$ cat src/rtl/vga_scanout.sv
// VGA raster scan-out: walks the video memory in raster order and drives
// pixel colour, sync and blank, with a 2-clock pipeline covering the memory read.
module vga_scanout #(
    parameter int H_VIS  = 640,
    parameter int H_FP   = 16,
    parameter int H_SYNC = 96,
    parameter int H_BP   = 48,
    parameter int V_VIS  = 480,
    parameter int V_FP   = 10,
    parameter int V_SYNC = 2,
    parameter int V_BP   = 33
) (
    input  logic        clk,
    input  logic        rst_n,
    input  logic        en,
    output logic [18:0] raddr,
    output logic        re,
    input  logic [5:0]  rdata,
    output logic        hsync,
    output logic        vsync,
    output logic        blank_n,
    output logic [7:0]  vga_r,
    output logic [7:0]  vga_g,
    output logic [7:0]  vga_b,
    output logic        vblank,
    output logic        frame_done
);

    localparam int H_TOT = H_VIS + H_FP + H_SYNC + H_BP;
    localparam int V_TOT = V_VIS + V_FP + V_SYNC + V_BP;

    localparam logic [9:0] HVIS   = 10'(H_VIS);
    localparam logic [9:0] HLAST  = 10'(H_TOT - 1);
    localparam logic [9:0] HS_BEG = 10'(H_VIS + H_FP);
    localparam logic [9:0] HS_END = 10'(H_VIS + H_FP + H_SYNC);
    localparam logic [9:0] VVIS   = 10'(V_VIS);
    localparam logic [9:0] VLAST  = 10'(V_TOT - 1);
    localparam logic [9:0] VS_BEG = 10'(V_VIS + V_FP);
    localparam logic [9:0] VS_END = 10'(V_VIS + V_FP + V_SYNC);

    logic [9:0]  h_q, h_d, v_q, v_d;
    logic [18:0] raddr_q, raddr_d;
    logic        en_q, re_q, re_d;
    logic        visible, hs_raw, vs_raw;
    logic        hs1_q, vs1_q, vis1_q;
    logic        hs2_q, vs2_q, vis2_q;
    logic [23:0] rgb_q, rgb_d;

    // Scanning only runs once en has been seen high for a clock, so the
    // first enabled clock parks at (0,0) with re already asserted.
    always_comb begin
        visible = (h_q < HVIS) && (v_q < VVIS);
        h_d     = h_q;
        v_d     = v_q;
        raddr_d = raddr_q;
        if (!en || !en_q) begin
            h_d     = '0;
            v_d     = '0;
            raddr_d = '0;
        end else begin
            if (visible) begin
                raddr_d = raddr_q + 19'd1;
            end
            if (h_q == HLAST) begin
                h_d = '0;
                if (v_q == VLAST) begin
                    v_d     = '0;
                    raddr_d = '0;
                end else begin
                    v_d = v_q + 10'd1;
                end
            end else begin
                h_d = h_q + 10'd1;
            end
        end
        re_d   = en && (h_d < HVIS) && (v_d < VVIS);
        hs_raw = !((h_q >= HS_BEG) && (h_q < HS_END));
        vs_raw = !((v_q >= VS_BEG) && (v_q < VS_END));
        rgb_d  = vis1_q ? {{4{rdata[5:4]}}, {4{rdata[3:2]}}, {4{rdata[1:0]}}} : 24'h0;
    end

    always_ff @(posedge clk or negedge rst_n) begin
        if (!rst_n) begin
            h_q     <= '0;
            v_q     <= '0;
            raddr_q <= '0;
            en_q    <= 1'b0;
            re_q    <= 1'b0;
        end else begin
            h_q     <= h_d;
            v_q     <= v_d;
            raddr_q <= raddr_d;
            en_q    <= en;
            re_q    <= re_d;
        end
    end

    // Sync and blank ride alongside the memory read so they line up with rdata.
    always_ff @(posedge clk or negedge rst_n) begin
        if (!rst_n) begin
            hs1_q  <= 1'b1;
            vs1_q  <= 1'b1;
            vis1_q <= 1'b0;
            hs2_q  <= 1'b1;
            vs2_q  <= 1'b1;
            vis2_q <= 1'b0;
            rgb_q  <= '0;
        end else begin
            hs1_q  <= hs_raw;
            vs1_q  <= vs_raw;
            vis1_q <= re_q;
            hs2_q  <= hs1_q;
            vs2_q  <= vs1_q;
            vis2_q <= vis1_q;
            rgb_q  <= rgb_d;
        end
    end

    assign raddr      = raddr_q;
    assign re         = re_q;
    assign hsync      = hs2_q;
    assign vsync      = vs2_q;
    assign blank_n    = vis2_q;
    assign vga_r      = rgb_q[23:16];
    assign vga_g      = rgb_q[15:8];
    assign vga_b      = rgb_q[7:0];
    assign vblank     = (v_q >= VVIS);
    assign frame_done = (h_q == 10'd0) && (v_q == VVIS);

endmodule

$ cat config.mk
export PLATFORM = sky130hd
export DESIGN_NAME = vga_scanout
export DESIGN_NICKNAME = d
export VERILOG_FILES = /design/src/rtl/vga_scanout.sv
export SDC_FILE = /design/constraint.sdc
export NUM_CORES = 1
export LEC_CHECK = 0
export ABC_AREA = 0
export CORE_UTILIZATION = 50
export CTS_CLUSTER_DIAMETER = 60
export DETAILED_ROUTE_END_ITERATION = 6
export GPL_TIMING_DRIVEN = 0
export PLACE_DENSITY = 0.75
export SLEW_MARGIN = 20
export SYNTH_ARGS = -nofsm -noshare
export SYNTH_HDL_FRONTEND = slang
export SYNTH_SLANG_ARGS = --single-unit
$ cat constraint.sdc
create_clock -name clk -period 4.4 [get_ports clk]
set_clock_uncertainty 0.05 [all_clocks]
set_input_delay 0.88 -clock clk [delete_from_list [all_inputs] [get_ports clk]]
set_output_delay 0.88 -clock clk [all_outputs]
set_load 0.05 [all_outputs]
Word-level counts from Yosys, hierarchy flattened:

Index checks and enable logic that the tools add are counted.

* flip-flop bits (word level): 71
* bits of input ports: 9
* output and inout bits: 49
* word-level logic and storage cells: 49

* add/subtract/negate cells: 3
* magnitude comparators: 9
* equality and inequality tests: 3
* mux-type cells: 10
* reductions and logical operators: 12

Operator list (count)
* $mux 19: 4
* $mux 10: 5
* $lt 10x10->1 const B: 3
* $lt 10x9->1 const B: 3
* $mux 24: 1
* $add 10x1->10 const B: 2
* $eq 10x10->1 const B: 2
* $ge 10x9->1 const B: 2
* $add 19x1->19 const B: 1
* $eq 10x9->1 const B: 1
* $ge 10x10->1 const B: 1
* $logic_not 10->1: 1
* $logic_and 1x1->1: 6
* $logic_not 1->1: 4
* $logic_or 1x1->1: 1

Depth between registers and ports, before layout:

* word-level depth: 6
* depth in mapped cells: 7
* depth with buffers taken out: 7

Worst setup path before layout:

Ideal clock, no wire load.

* path kind: register to output
* from: reg h_q[0]
* to: out frame_done
* data arrival time: 1402 ps
* required time: 3470 ps
* setup slack: 2068 ps
* stages on the path, launching flop included: 6
* buffers on the path: 0
* cell sequence: dfrtp_1 inv_1 ha_1 nor4b_1 and3_1 and4_1

* longest elaborated chain between the ends: 2

RTL lines
* from (decl): RTL line 41 `logic [9:0] h_q, h_d, v_q, v_d;`
* from (signal assigned): RTL line 84 `h_q <= '0;`
* from (signal assigned): RTL line 90 `h_q <= h_d;`
* $logic_not 10->1: RTL line 128 `assign frame_done = (h_q == 10'd0) && (v_q == VVIS);`
* $logic_and 1x1->1: RTL line 128
* to (decl): RTL line 26 `output logic frame_done`

No other way between the ends.

Worst setup path after layout:

* from: reg h_q[8]
* to: out frame_done

The elaborated chain is that of the path after synthesis.

==> impl_metrics.csv <==
group,metric,value,unit
placement,dpl.cell_count,406,
detailed_routing,via_count,2188,
logic_synthesis,postSynth.asyncResetShare,100,%
global_route,grt_start_max_net_pins,54,
power,power.leakage,0.00147,uW
cts,cts_resized,0,
cts,cts_sinks,53,
logic_synthesis,yosysUniqueCellTypes,46,
worst_setup_path,crit_chain,"clkbuf_1 > nor4b_1 > and3_1 > and4_1 > clkdlybuf4s50_1",
timing,setup_viol,0,
logic_synthesis,synth_seq_cells,53,
logic_synthesis,yosysSeqAreaShare,48.3,%
worst_setup_path,slowest_delay,0.80,ns
placement,io_buffers,57,
logic_synthesis,yosys.area.top_type,"dfrtp_1",
timing,finalCritPeriodShare,74.7,%
logic_synthesis,synthCells,279,
logic_synthesis,syn_area,2760,um^2
global_route,grt_usage,19.9,%
timing,rsz0062_at_grt,"no",
timing,maxSlewHeadroom,56.2,%
detailed_routing,dr.first_iter.drc_count,77,
hold_path,hold_class,"reg -> reg",
worst_setup_path,crit_type,"reg -> out",
placement,globalplace.congestion,0.853,
floorplan,rows,26,
worst_setup_path,end_kind,"primary output",
logic_synthesis,yosys_warnings,0,
logic_synthesis,synth_area_leaders,"dfrtp_1 (44%), buf_4 (4.9%), xnor2_1 (4.4%), nor2_1 (4.2%), dfstp_2 (3.8%)",
floorplan,fp.coreArea,5200,um^2
timing,worstMarginPinSlew,0.657,ns
logic_synthesis,yosysMostFrequentCell,"dfrtp_1",
cts,cts_tree,"built",
cts,holdBufCountCts,0,
timing,tns,0,ns
logic_synthesis,synth.top_cells.by_count,"dfrtp_1 (49), nor2_1 (31), nand2_1 (19)",
final_layout,drive_above_1_share,11.6,%
timing,min_period,3.29,ns
detailed_routing,wl_per_cell,13.1,um
global_route,gr-total-overflow,0,
worst_setup_path,slowest_stage,"clkdlybuf4s50_1",
cts,clockBufferDepth,2,
floorplan,fp.dieW,76.3,um
global_route,antenna_found_initial,0,
logic_synthesis,syn_nets,294,
global_route,first_global_vias,2008,
final_layout,stdcell_count,414,
logic_synthesis,syn-mean-instance-area,9.88,um^2
timing,hold_viol,0,
status,status,"finished clean",
detailed_routing,ant_nets,0,
final_layout,multi_input_area,1200,um^2
final_layout,area_growth,28.0,%
floorplan,initial_core_util,53.0,%
final_layout,num_antenna_cells,0,
global_route,grt_pass1_wl,9250,um
detailed_routing,wl,5430,um
detailed_routing,drc,0,
cts,cts_root_buffer,"clkbuf_8",
floorplan,die_area,5820,um^2
worst_setup_path,cp.required,3.47,ns
final_layout,num-fill-cells,410,
floorplan,dieHeight,76.3,um
worst_setup_path,start_kind,"flop",
timing,drv_slew,0,
logic_synthesis,synth_ff_type,"dfrtp_1",
cts,post-cts-setup-buffers,0,
detailed_routing,drt_first_pass_iters,4,
cts,htree_levels,2,
final_layout,seqCellArea,1330,um^2
power,irDropWorstVdd,0.000144,V
detailed_routing,routed_via_density,5.29,
placement,dp_hpwl,3830,um
final_layout,fin_nets,358,
timing,max_freq,304,MHz
logic_synthesis,synth_edf_count,0,
cts,clk_latency,0.31,ns
cts,cts_buffers,5,
worst_setup_path,critical_path_arrival,2.36,ns
floorplan,num_io_pins,58,
power,power_density,276,nW/um^2
run,maxCapViolCount,0,
cts,clk_pin_slew,0.09,ns
worst_setup_path,cp_max_fo,9,
logic_synthesis,netlist.area_leader.share,44.5,%
-- critical path: cells and delay by family (launching register included) --
kind,cells,cell delay (ns)
flops,1,0.37
buf+inv,2,1.01
simple gates,3,0.68
-- final cells by class --
type / instances / share of cell area, %
inverters: 11 / 1.17
flip-flops and latches: 53 / 37.7
repair buffers: 57 / 16.1
plain buffers: 28 / 5.32
clock buffers: 7 / 2.45
multi-input cells: 187 / 33.9
clock inverters: 1 / 0.851
well taps: 70 / 2.48
-- cell families (layout without fill, tap and decap cells) --
kind of cell / after synthesis / in the layout / synth area share [%]
DFF: 53 / 53 / 48.3
and+or+nand+nor: 125 / 125 / 25.3
adders and majority gates: 6 / 6 / 2.72
AOI/OAI and AO/OA: 32 / 32 / 7.80
buffers and inverters: 39 / 104 / 8.30
xor gates and xnor gates: 24 / 24 / 7.62
-- routing by layer --
layer  GRT usage (%)  up-vias  wire [um]
li1                -     1074          -
met1            27.9     1045       2630
met2            30.7       61       2490
met3            3.83        8        230
met4            7.31        0         75
met5               0        -          0
-- state kept, by name, summed over array words and instances, names as in the netlist --
name,count
blank_n,1
en_q,1
h_q,10
hs1_q,1
hsync,1
raddr,19
re,1
rgb_q,6
v_q,10
vis1_q,1
vs1_q,1
vsync,1
-- layout by cell type, fill, tap and decap left out, types with 8 or more instances in the layout --
| cell | instances |
|---|---|
| clkdlybuf4s50_1 | 56 |
| xor2_1 | 10 |
| buf_4 | 19 |
| inv_1 | 11 |
| a21oi_1 | 8 |
| nor2_1 | 31 |
| nand3_1 | 14 |
| o21ai_0 | 8 |
| xnor2_1 | 14 |
| clkbuf_1 | 9 |
| nor3_1 | 11 |
| nand2_1 | 19 |
| dfrtp_1 | 49 |
-- worst paths after layout --
kind	depth (start not counted)	to	startpoint	slack, ns
max	5	frame_done	h_q[8]	1.11
min	0	hsync	hs1_q	0.31
max reg2reg	6	raddr[9]	h_q[4]	2.04
min reg2reg	0	hsync	hs1_q	0.31
max in group asynchronous	1	en_q	rst_n	3.31
min in group asynchronous	1	raddr[3]	rst_n	0.53
-- stage by stage --
| stage | instance area, um^2 | power (uW) | hold WS (ns) | worst slack, ns | utilization [%] |
|---|---|---|---|---|---|
| floorplan | 2760 | 595 | 0.295 | 2.07 | - |
| global placement | 3420 | 647 | 0.295 | 0.831 | 65.6 |
| detailed placement | 3410 | 648 | 0.297 | 1.49 | 65.6 |
| CTS | 3530 | 991 | 0.311 | 1.12 | 67.8 |
| global route | 3530 | 1010 | 0.313 | 1.00 | 67.8 |
| finish | 3530 | 975 | 0.309 | 1.11 | 67.8 |
-- where the power goes --
group | switching [uW] | leakage [uW] | internal (uW) | total [uW]
registers | 6.54 | 0.000701 | 494 | 500
clock network | 153 | 0.0000585 | 186 | 338
logic | 86.5 | 0.000706 | 50.0 | 136
total | 246 | 0.00147 | 729 | 975
Power figures use the tool's default switching activity.
